**config.mk**
```make
export PLATFORM = sky130hd
export DESIGN_NAME = alu_cmd_sequencer
export DESIGN_NICKNAME = d
export VERILOG_FILES = /design/src/rtl/alu_pkg.sv /design/src/rtl/alu_cmd_sequencer.sv
export SDC_FILE = /design/constraint.sdc
export NUM_CORES = 1
export LEC_CHECK = 0
export ABC_AREA = 1
export CORE_UTILIZATION = 42
export DETAILED_ROUTE_END_ITERATION = 6
export GPL_ROUTABILITY_DRIVEN = 0
export PLACE_DENSITY = 0.75
export SYNTH_ARGS = -nofsm -noshare
export SYNTH_HDL_FRONTEND = slang
export SYNTH_SLANG_ARGS = --single-unit
```
**constraint.sdc**
```tcl
create_clock -name clk -period 1.4 [get_ports clk]
set_input_delay 0.28 -clock clk [delete_from_list [all_inputs] [get_ports clk]]
set_output_delay 0.28 -clock clk [all_outputs]
set_load 0.05 [all_outputs]
```
**src/rtl/alu_pkg.sv**
```systemverilog
// Shared constants and FSM encoding for the ALU command sequencer.
// Opcode set, load-select codes and default widths of the ALU top.
package alu_pkg;

  localparam int NB_DATA_DEF     = 6;
  localparam int NB_SEL_DEF      = 2;
  localparam int NB_RES_DEF      = 4;
  localparam int WAIT_CYCLES_DEF = 2;

  localparam logic [5:0] OP_ADD = 6'b100000;
  localparam logic [5:0] OP_SUB = 6'b100010;
  localparam logic [5:0] OP_AND = 6'b100100;
  localparam logic [5:0] OP_OR  = 6'b100101;
  localparam logic [5:0] OP_XOR = 6'b100110;
  localparam logic [5:0] OP_SRA = 6'b000011;
  localparam logic [5:0] OP_SRL = 6'b000010;
  localparam logic [5:0] OP_NOR = 6'b100111;

  localparam logic [1:0] SEL_A  = 2'b00;
  localparam logic [1:0] SEL_B  = 2'b01;
  localparam logic [1:0] SEL_OP = 2'b10;

  typedef enum logic [2:0] {
    IDLE,
    LOAD_A,
    LOAD_B,
    LOAD_OP,
    WAIT,
    RESP
  } seq_state_e;

  function automatic logic is_legal_op(
    input logic [5:0] op
  );
    return op inside {
      OP_ADD, OP_SUB, OP_AND, OP_OR,
      OP_XOR, OP_SRA, OP_SRL, OP_NOR
    };
  endfunction

endpackage

```
**src/rtl/alu_cmd_sequencer.sv**
```systemverilog
// Replays one host command as three strobed ALU loads, then returns
// the settled result. Optional opcode screening: ALU_SEQ_OPCODE_CHECK_EN.
module alu_cmd_sequencer
  import alu_pkg::*;
#(
  parameter int NB_DATA     = NB_DATA_DEF,
  parameter int NB_SEL      = NB_SEL_DEF,
  parameter int NB_RES      = NB_RES_DEF,
  parameter int WAIT_CYCLES = WAIT_CYCLES_DEF
) (
  input  logic               clk,
  input  logic               i_rst,
  input  logic               i_cmd_valid,
  output logic               o_cmd_ready,
  input  logic [NB_DATA-1:0] i_op_a,
  input  logic [NB_DATA-1:0] i_op_b,
  input  logic [NB_DATA-1:0] i_opcode,
  output logic [NB_DATA-1:0] o_dato,
  output logic [NB_SEL-1:0]  o_sw,
  output logic               o_load,
  input  logic [NB_RES-1:0]  i_result,
  output logic               o_res_valid,
  input  logic               i_res_ready,
  output logic [NB_RES-1:0]  o_result,
  output logic               o_err
);

  localparam int NB_CNT =
    (WAIT_CYCLES > 1) ? $clog2(WAIT_CYCLES) : 1;
  localparam logic [NB_CNT-1:0] CNT_LAST =
    NB_CNT'(WAIT_CYCLES - 1);

  seq_state_e state_q, state_d;

  logic              phase_q, phase_d;
  logic [NB_CNT-1:0] cnt_q, cnt_d;

  logic [NB_DATA-1:0] op_b_q, op_b_d;
  logic [NB_DATA-1:0] opc_q, opc_d;

  logic               cmd_ready_q, cmd_ready_d;
  logic               load_q, load_d;
  logic [NB_SEL-1:0]  sw_q, sw_d;
  logic [NB_DATA-1:0] dato_q, dato_d;
  logic               res_valid_q, res_valid_d;
  logic [NB_RES-1:0]  result_q, result_d;
  logic               err_q, err_d;

  logic accept;
  logic op_ok;

  assign accept = (state_q == IDLE)
                & cmd_ready_q
                & i_cmd_valid;

`ifdef ALU_SEQ_OPCODE_CHECK_EN
  assign op_ok = is_legal_op(6'(i_opcode));
`else
  assign op_ok = 1'b1;
`endif

  // Next-state, operand capture and result capture.
  always_comb begin
    state_d  = state_q;
    phase_d  = phase_q;
    cnt_d    = cnt_q;
    op_b_d   = op_b_q;
    opc_d    = opc_q;
    result_d = result_q;
    err_d    = err_q;
    unique case (state_q)
      IDLE: begin
        if (accept) begin
          op_b_d  = i_op_b;
          opc_d   = i_opcode;
          phase_d = 1'b0;
          cnt_d   = '0;
          if (op_ok) begin
            state_d = LOAD_A;
          end else begin
            state_d  = RESP;
            result_d = '0;
            err_d    = 1'b1;
          end
        end
      end
      LOAD_A: begin
        phase_d = ~phase_q;
        if (phase_q) state_d = LOAD_B;
      end
      LOAD_B: begin
        phase_d = ~phase_q;
        if (phase_q) state_d = LOAD_OP;
      end
      LOAD_OP: begin
        phase_d = ~phase_q;
        if (phase_q) begin
          state_d = WAIT;
          cnt_d   = '0;
        end
      end
      WAIT: begin
        if (cnt_q == CNT_LAST) begin
          state_d  = RESP;
          result_d = i_result;
          err_d    = 1'b0;
        end else begin
          cnt_d = cnt_q + 1'b1;
        end
      end
      RESP: begin
        if (i_res_ready) state_d = IDLE;
      end
      default: state_d = IDLE;
    endcase
  end

  // Output values for the coming cycle, decoded from the next state.
  always_comb begin
    load_d      = 1'b0;
    sw_d        = sw_q;
    dato_d      = dato_q;
    res_valid_d = (state_d == RESP);
    cmd_ready_d = (state_d == IDLE);
    unique case (1'b1)
      (state_d == LOAD_A): begin
        sw_d   = NB_SEL'(SEL_A);
        dato_d = (state_q == IDLE) ? i_op_a : dato_q;
        load_d = ~phase_d;
      end
      (state_d == LOAD_B): begin
        sw_d   = NB_SEL'(SEL_B);
        dato_d = op_b_q;
        load_d = ~phase_d;
      end
      (state_d == LOAD_OP): begin
        sw_d   = NB_SEL'(SEL_OP);
        dato_d = opc_q;
        load_d = ~phase_d;
      end
      default: ;
    endcase
  end

  // State, counters and registered outputs.
  always_ff @(posedge clk) begin
    if (i_rst) begin
      state_q     <= IDLE;
      phase_q     <= 1'b0;
      cnt_q       <= '0;
      op_b_q      <= '0;
      opc_q       <= '0;
      cmd_ready_q <= 1'b0;
      load_q      <= 1'b0;
      sw_q        <= '0;
      dato_q      <= '0;
      res_valid_q <= 1'b0;
      result_q    <= '0;
      err_q       <= 1'b0;
    end else begin
      state_q     <= state_d;
      phase_q     <= phase_d;
      cnt_q       <= cnt_d;
      op_b_q      <= op_b_d;
      opc_q       <= opc_d;
      cmd_ready_q <= cmd_ready_d;
      load_q      <= load_d;
      sw_q        <= sw_d;
      dato_q      <= dato_d;
      res_valid_q <= res_valid_d;
      result_q    <= result_d;
      err_q       <= err_d;
    end
  end

  assign o_cmd_ready = cmd_ready_q;
  assign o_load      = load_q;
  assign o_sw        = sw_q;
  assign o_dato      = dato_q;
  assign o_res_valid = res_valid_q;
  assign o_result    = result_q;
  assign o_err       = err_q;

endmodule
```
======== Yosys cells after proc, flatten, opt, wreduce, memory -nomap -nowiden ========
Cells that the tools add are included.
storage, ports and cells
  input port bits ......................... 26
  output and inout bits ................... 16
  word-level logic and storage cells ...... 56
  flip-flop bits (word level) ............. 32
operators by class
  add/sub/neg operators ................... 1
  reduce and logical (&&, ||, !) cells .... 11
  bitwise operators ....................... 5
  eq/ne operators ......................... 12
  muxes and demuxes ....................... 16
operator list
  cell                   count
  $mux W3                6
  $pmux W3 S6            1
  $pmux W6 S3            1
  $eq A3 B2 Y1 const B   4
  $eq A3 B3 Y1 const B   3
  $eq A3 B1 Y1 const B   2
  $logic_not A3 Y1       2
  $mux W6                1
  $ne A2 B2 Y1 const B   3
  $pmux W2 S3            1
  $reduce_and A2 Y1      3
  $reduce_bool A3 Y1     2
  $reduce_or A3 Y1       2
  $mux W1                4
  $not A1 Y1             3
  $pmux W1 S3            1
  $reduce_and A3 Y1      1
  $and A1 B1 Y1          2
  $pmux W1 S2            1
  $reduce_or A2 Y1       1
  $add A1 B1 Y1 const B  1

======== Depth between registers and ports, before layout ========
  depth after elaboration ................. 9
  depth in mapped cells ................... 11

======== Worst setup path before layout ========
OpenSTA, ideal clock, no wires.
  path type ............................... register to register
  from .................................... register cmd_ready_q (netlist: o_cmd_ready)
  to ...................................... register dato_q[1] (netlist: o_dato[1])
  arrival time ............................ 1475 ps
  stages on the path, launching flop included .. 11
  buffers on the path ..................... 1
  setup slack ............................. -187 ps
  path through ............................ dfxtp_1 -> nand2_1 -> inv_1 -> nand3_2 -> inv_2 -> nor2_1 -> nand3_2 -> nand3_2 -> buf_6 -> nor2_1 -> nor2_1
on the way
  cells in the longest elaborated chain, start to end .. 7
RTL lines
  element                                                              line                      RTL
  start, declared                                                      alu_cmd_sequencer.sv:41   logic cmd_ready_q, cmd_ready_d;
  start signal, assigned                                               alu_cmd_sequencer.sv:166  cmd_ready_q <= cmd_ready_d;
  $and A1 B1 Y1 (*)                                                    alu_cmd_sequencer.sv:53   & cmd_ready_q
  $and A1 B1 Y1 (*)                                                    alu_cmd_sequencer.sv:54   & i_cmd_valid;
  $mux W3 (*)                                                          alu_cmd_sequencer.sv:73   if (accept) begin
  $pmux W3 S6 (*)                                                      alu_cmd_sequencer.sv:71   unique case (state_q)
  $eq A3 B1 Y1 (tied with other cells)                                 alu_cmd_sequencer.sv:126  (state_d == LOAD_A): begin
  $ne A2 B2 Y1 (no line) / $reduce_bool A3 Y1 (equally long branches)  -
  $reduce_and A2 Y1 (no line)                                          -
  end signal, assigned                                                 alu_cmd_sequencer.sv:169  dato_q <= dato_d;
  end, declared                                                        alu_cmd_sequencer.sv:44   logic [NB_DATA-1:0] dato_q, dato_d;
Mark *: on every way between the ends. The rest lies on a longest branch, timed or not.
A chain may end at the register's enable or synchronous reset.

======== Worst setup path after layout ========
  from .................................... register state_q[2]
  to ...................................... register dato_q[5] (netlist: o_dato[5])
on the way
  cells in the longest elaborated chain, start to end .. 8
RTL lines
  element                                                              line                                                                        RTL
  start, declared                                                      alu_cmd_sequencer.sv:33                                                     seq_state_e state_q, state_d;
  start signal, assigned                                               alu_cmd_sequencer.sv:161                                                    state_q <= state_d;
  $logic_not A3 Y1                                                     alu_cmd_sequencer.sv:52, alu_cmd_sequencer.sv:71, alu_cmd_sequencer.sv:128
  $and A1 B1 Y1                                                        alu_cmd_sequencer.sv:53
  $and A1 B1 Y1                                                        alu_cmd_sequencer.sv:54
  $mux W3                                                              alu_cmd_sequencer.sv:73
  $pmux W3 S6                                                          alu_cmd_sequencer.sv:71
  $eq A3 B1 Y1 (tied with other cells)                                 alu_cmd_sequencer.sv:126
  $ne A2 B2 Y1 (no line) / $reduce_bool A3 Y1 (equally long branches)  -
  $reduce_and A2 Y1 (no line)                                          -
Parallel ways exist; a longest one is shown, timed or not.

==> results.md <==
* Drt total wl at 4.03 mm
* Failing checks: negative setup slack
* Top delay family on crit path: simple AND/OR/NAND/NOR gates
* Sequential share of the synthesized area at 44.6%
* I/O Buffers at 40
* Filler cell count at 232
* Die W at 60.5 um
* WL per Instance at 12.7 um
* Arr. time, crit path at 1.77 ns
* Total CTS buffers at 5
* CTS tree: built
* Fin Hold WS at 0.470 ns
* Final Critical Period at 1.49 ns
* Maxcap violations at 0
* Syn Inst Count at 215
* Yosys Warn Count at 0
* Final Cycle Share at 107%
* Area growth syn-to-layout at 70.3%
* Top FF cell, synth: dfxtp_1
* Min-Delay Endpoint: opc_q[5]
* Slew Limit Fails at 0
* Post-synth EDFFs at 0
* Root Buffer Master: clkbuf_4
* Storage cell area at 657 um2
* CTS Sinks at 32
* R2r startpoint: state_q[2]
* Startpoint types: register
* Multi-input logic area at 800 um2
* Setup violations, final at 7
* Ys async rst share at 0%
* Kind of critical path: reg -> reg
* Synth Cell Area at 1440 um2
* Status: finished with violations
* Pleak at 1.08 nW
* Syn nets at 241
* First-pass GRT wire length at 5.99 mm
* Antenna-violating nets left at 0
* Core footprint at 3150 um2
* DR DRC count at 0
* Grt ovf at 0
* Worst EP required at 1.68 ns
* CP max stage delay at 0.41 ns
* Layout cells sized above 1 at 29.9%
* Row count at 20
* First-pass detailed-route iteration total at 4
* Vias at 1,560
* Max rail drop VDD at 0.000672 V
* Top cell type's share of synthesized area at 44.6%
* Die height at 60.5 um
* Post-synth cell types at 18
* Final hold vios at 0
* Worst path slowest cell: dfxtp_4
* Total I/O pin count at 42
* Hold path startpoint: opc_q[5]
* Htree depth at 2
* Worst Clk Skew at 0.0144 ns
* Synth area leader: dfxtp_1
* Reg2reg end: o_dato[5]
* Reg2reg path depth at 10
* Initial antenna violation count at 0
* Crit end category: register
* Nets at 299
* FMAX at 670 MHz
* Ant. Diodes at 0
* PnR worst setup slack at -0.0920 ns
* Largest cells by area after synthesis: dfxtp_1 (45%), nand2_1 (19%), a21oi_1 (7.0%), inv_1 (6.8%), nor2_1 (5.5%)
* Die Area at 3660 um2
* Setup TNS at -0.190 ns
* R2R Setup Slk at -0.09 ns
* Clock slew at reported path FFs at 0.10 ns
* Final core utilization at 77.6%
* Critical path fanouts, max at 6
* Hold-critical path depth at 2
* Syn avg cell area at 6.68 um2
* Initial core utilization at 45.6%
* Count leader, synth: nand2_1
* Top cells by count, synth: nand2_1 (74), dfxtp_1 (32), inv_1 (26)
* RSZ-0062 raised after global routing: true
* Iteration-0 DRC Markers at 65
* PD cells at 1070 nW/um2
* Largest net degree at the start of global routing at 21
* CP Buf/Inv Count at 1
* HP Class: reg -> reg
* Crit-path cells: inv_4 -> nor2_2 -> nand2_4 -> nand2_4 -> nor2_2 -> nand3_4 -> nand3_4 -> nand2_1 -> nand2_1 -> nor2_1
* Worst skew pair latency at 0.34 ns
* Dpl hpwl at 2.47 mm
* Vias per inst at 4.91
* Yosys reg bits at 32
* Gr usage total at 22.1%
* Max Buffers Root-to-Sink at 2
* Vias in the first global route at 1,466
[cell type report]
cell class | instances | share of cell area (%)
Tap cell | 44 | 2.25
Sequential cell | 32 | 26.9
Clock inverter | 2 | 1.43
Inverter | 29 | 4.55
Clock buffer | 6 | 1.69
Timing Repair Buffer | 58 | 30.5
Multi-Input combinational cell | 147 | 32.7
[metrics by stage]
stage | std cells | worst slack [ns] | area, um2 | power (mW)
2_1_floorplan | 215 | 0.0570 | 1440 | 1.47
3_3_place_gp | 306 | -0.309 | 2150 | 1.81
3_5_place_dp | 306 | -0.349 | 2150 | 1.82
4_1_cts | 316 | 0.00749 | 2310 | 2.54
5_1_grt | 318 | -0.183 | 2450 | 2.73
6_report | 318 | -0.0920 | 2450 | 2.62
[layout by cell type (no fill, tap or decap)]
cell type        instances
nand2_1                 65
dfxtp_1                 27
clkdlybuf4s50_1         25
inv_1                   21
a21oi_1                 20
buf_12                  19
nor2_1                  14
buf_4                   11
inv_2                    7
nor2_4                   6
nand2_2                  6
nand4_1                  6
nand3_4                  5
o21ai_0                  5
nand3_1                  5
clkbuf_4                 5
nor2_2                   4
dfxtp_4                  4
nand2_4                  3
nand3_2                  3
buf_6                    3
nor3_2                   2
inv_4                    1
o21ai_1                  1
nor3_1                   1
conb_1                   1
bufinv_16                1
clkinv_2                 1
clkbuf_1                 1
dfxtp_2                  1
[power breakdown]
group / leakage (nW) / internal, mW / switching, mW
Sequential: 0.264 / 0.985 / 0.0723
Combinational: 0.778 / 0.394 / 0.465
Clock: 0.0422 / 0.374 / 0.331
Total: 1.08 / 1.75 / 0.869
[logic make-up (layout without fill, tap and decap cells)]
family,after synthesis,in the layout,share of synthesized area (%)
AOI/OAI and AO/OA,26,26,9.06
buffers and inverters,37,95,10.7
DFF,32,32,44.6
other,1,1,0.261
and+or+nand+nor,119,120,35.4
[tightest hold or removal path, stage by stage, from the launching register on]
cell,delay (ns)
dfxtp_1,0.32
nand2_1,0.06
a21oi_1,0.05
[layer usage]
layer | part of all wire (%) | GRT usage [%] | up-vias
li1 | - | - | 777
met1 | 41 | 25.6 | 712
met2 | 51 | 38.3 | 62
met3 | 5.9 | 5.33 | 9
met4 | 1.8 | 10.4 | 0
met5 | 0 | 0 | -
[how the worst max path moves through the flow]
stage / from / to / slack [ns] / cells past startpoint
final: state_q[2] / o_dato[5] / -0.09 / 10
after global routing: phase_q / o_dato[5] / -0.18 / 9
after CTS: state_q[0] / o_dato[5] / 0.007 / 12
after detailed placement: i_res_ready / o_dato[5] / -0.35 / 8
after global placement: i_cmd_valid / o_dato[2] / -0.31 / 10
after floorplan: state_q[0] / o_dato[1] / 0.06 / 8
[flip-flops by register name (all words and copies together), names as in the netlist]
register,cells
o_cmd_ready,1
o_result,4
phase_q,1
opc_q,6
o_res_valid,1
state_q,3
o_dato,6
op_b_q,6
o_sw,2
o_load,1
cnt_q,1
[what timing repair did]
action | in CTS | in global routing
setup buffers | 1 | 2
hold buffers | 0 | 0
endpoints found under the setup margin | 7 | 15
cloned | 1 | 0
pin swaps | 4 | 24
resized for setup | 14 | 38
(Power assumes the default switching activity.)
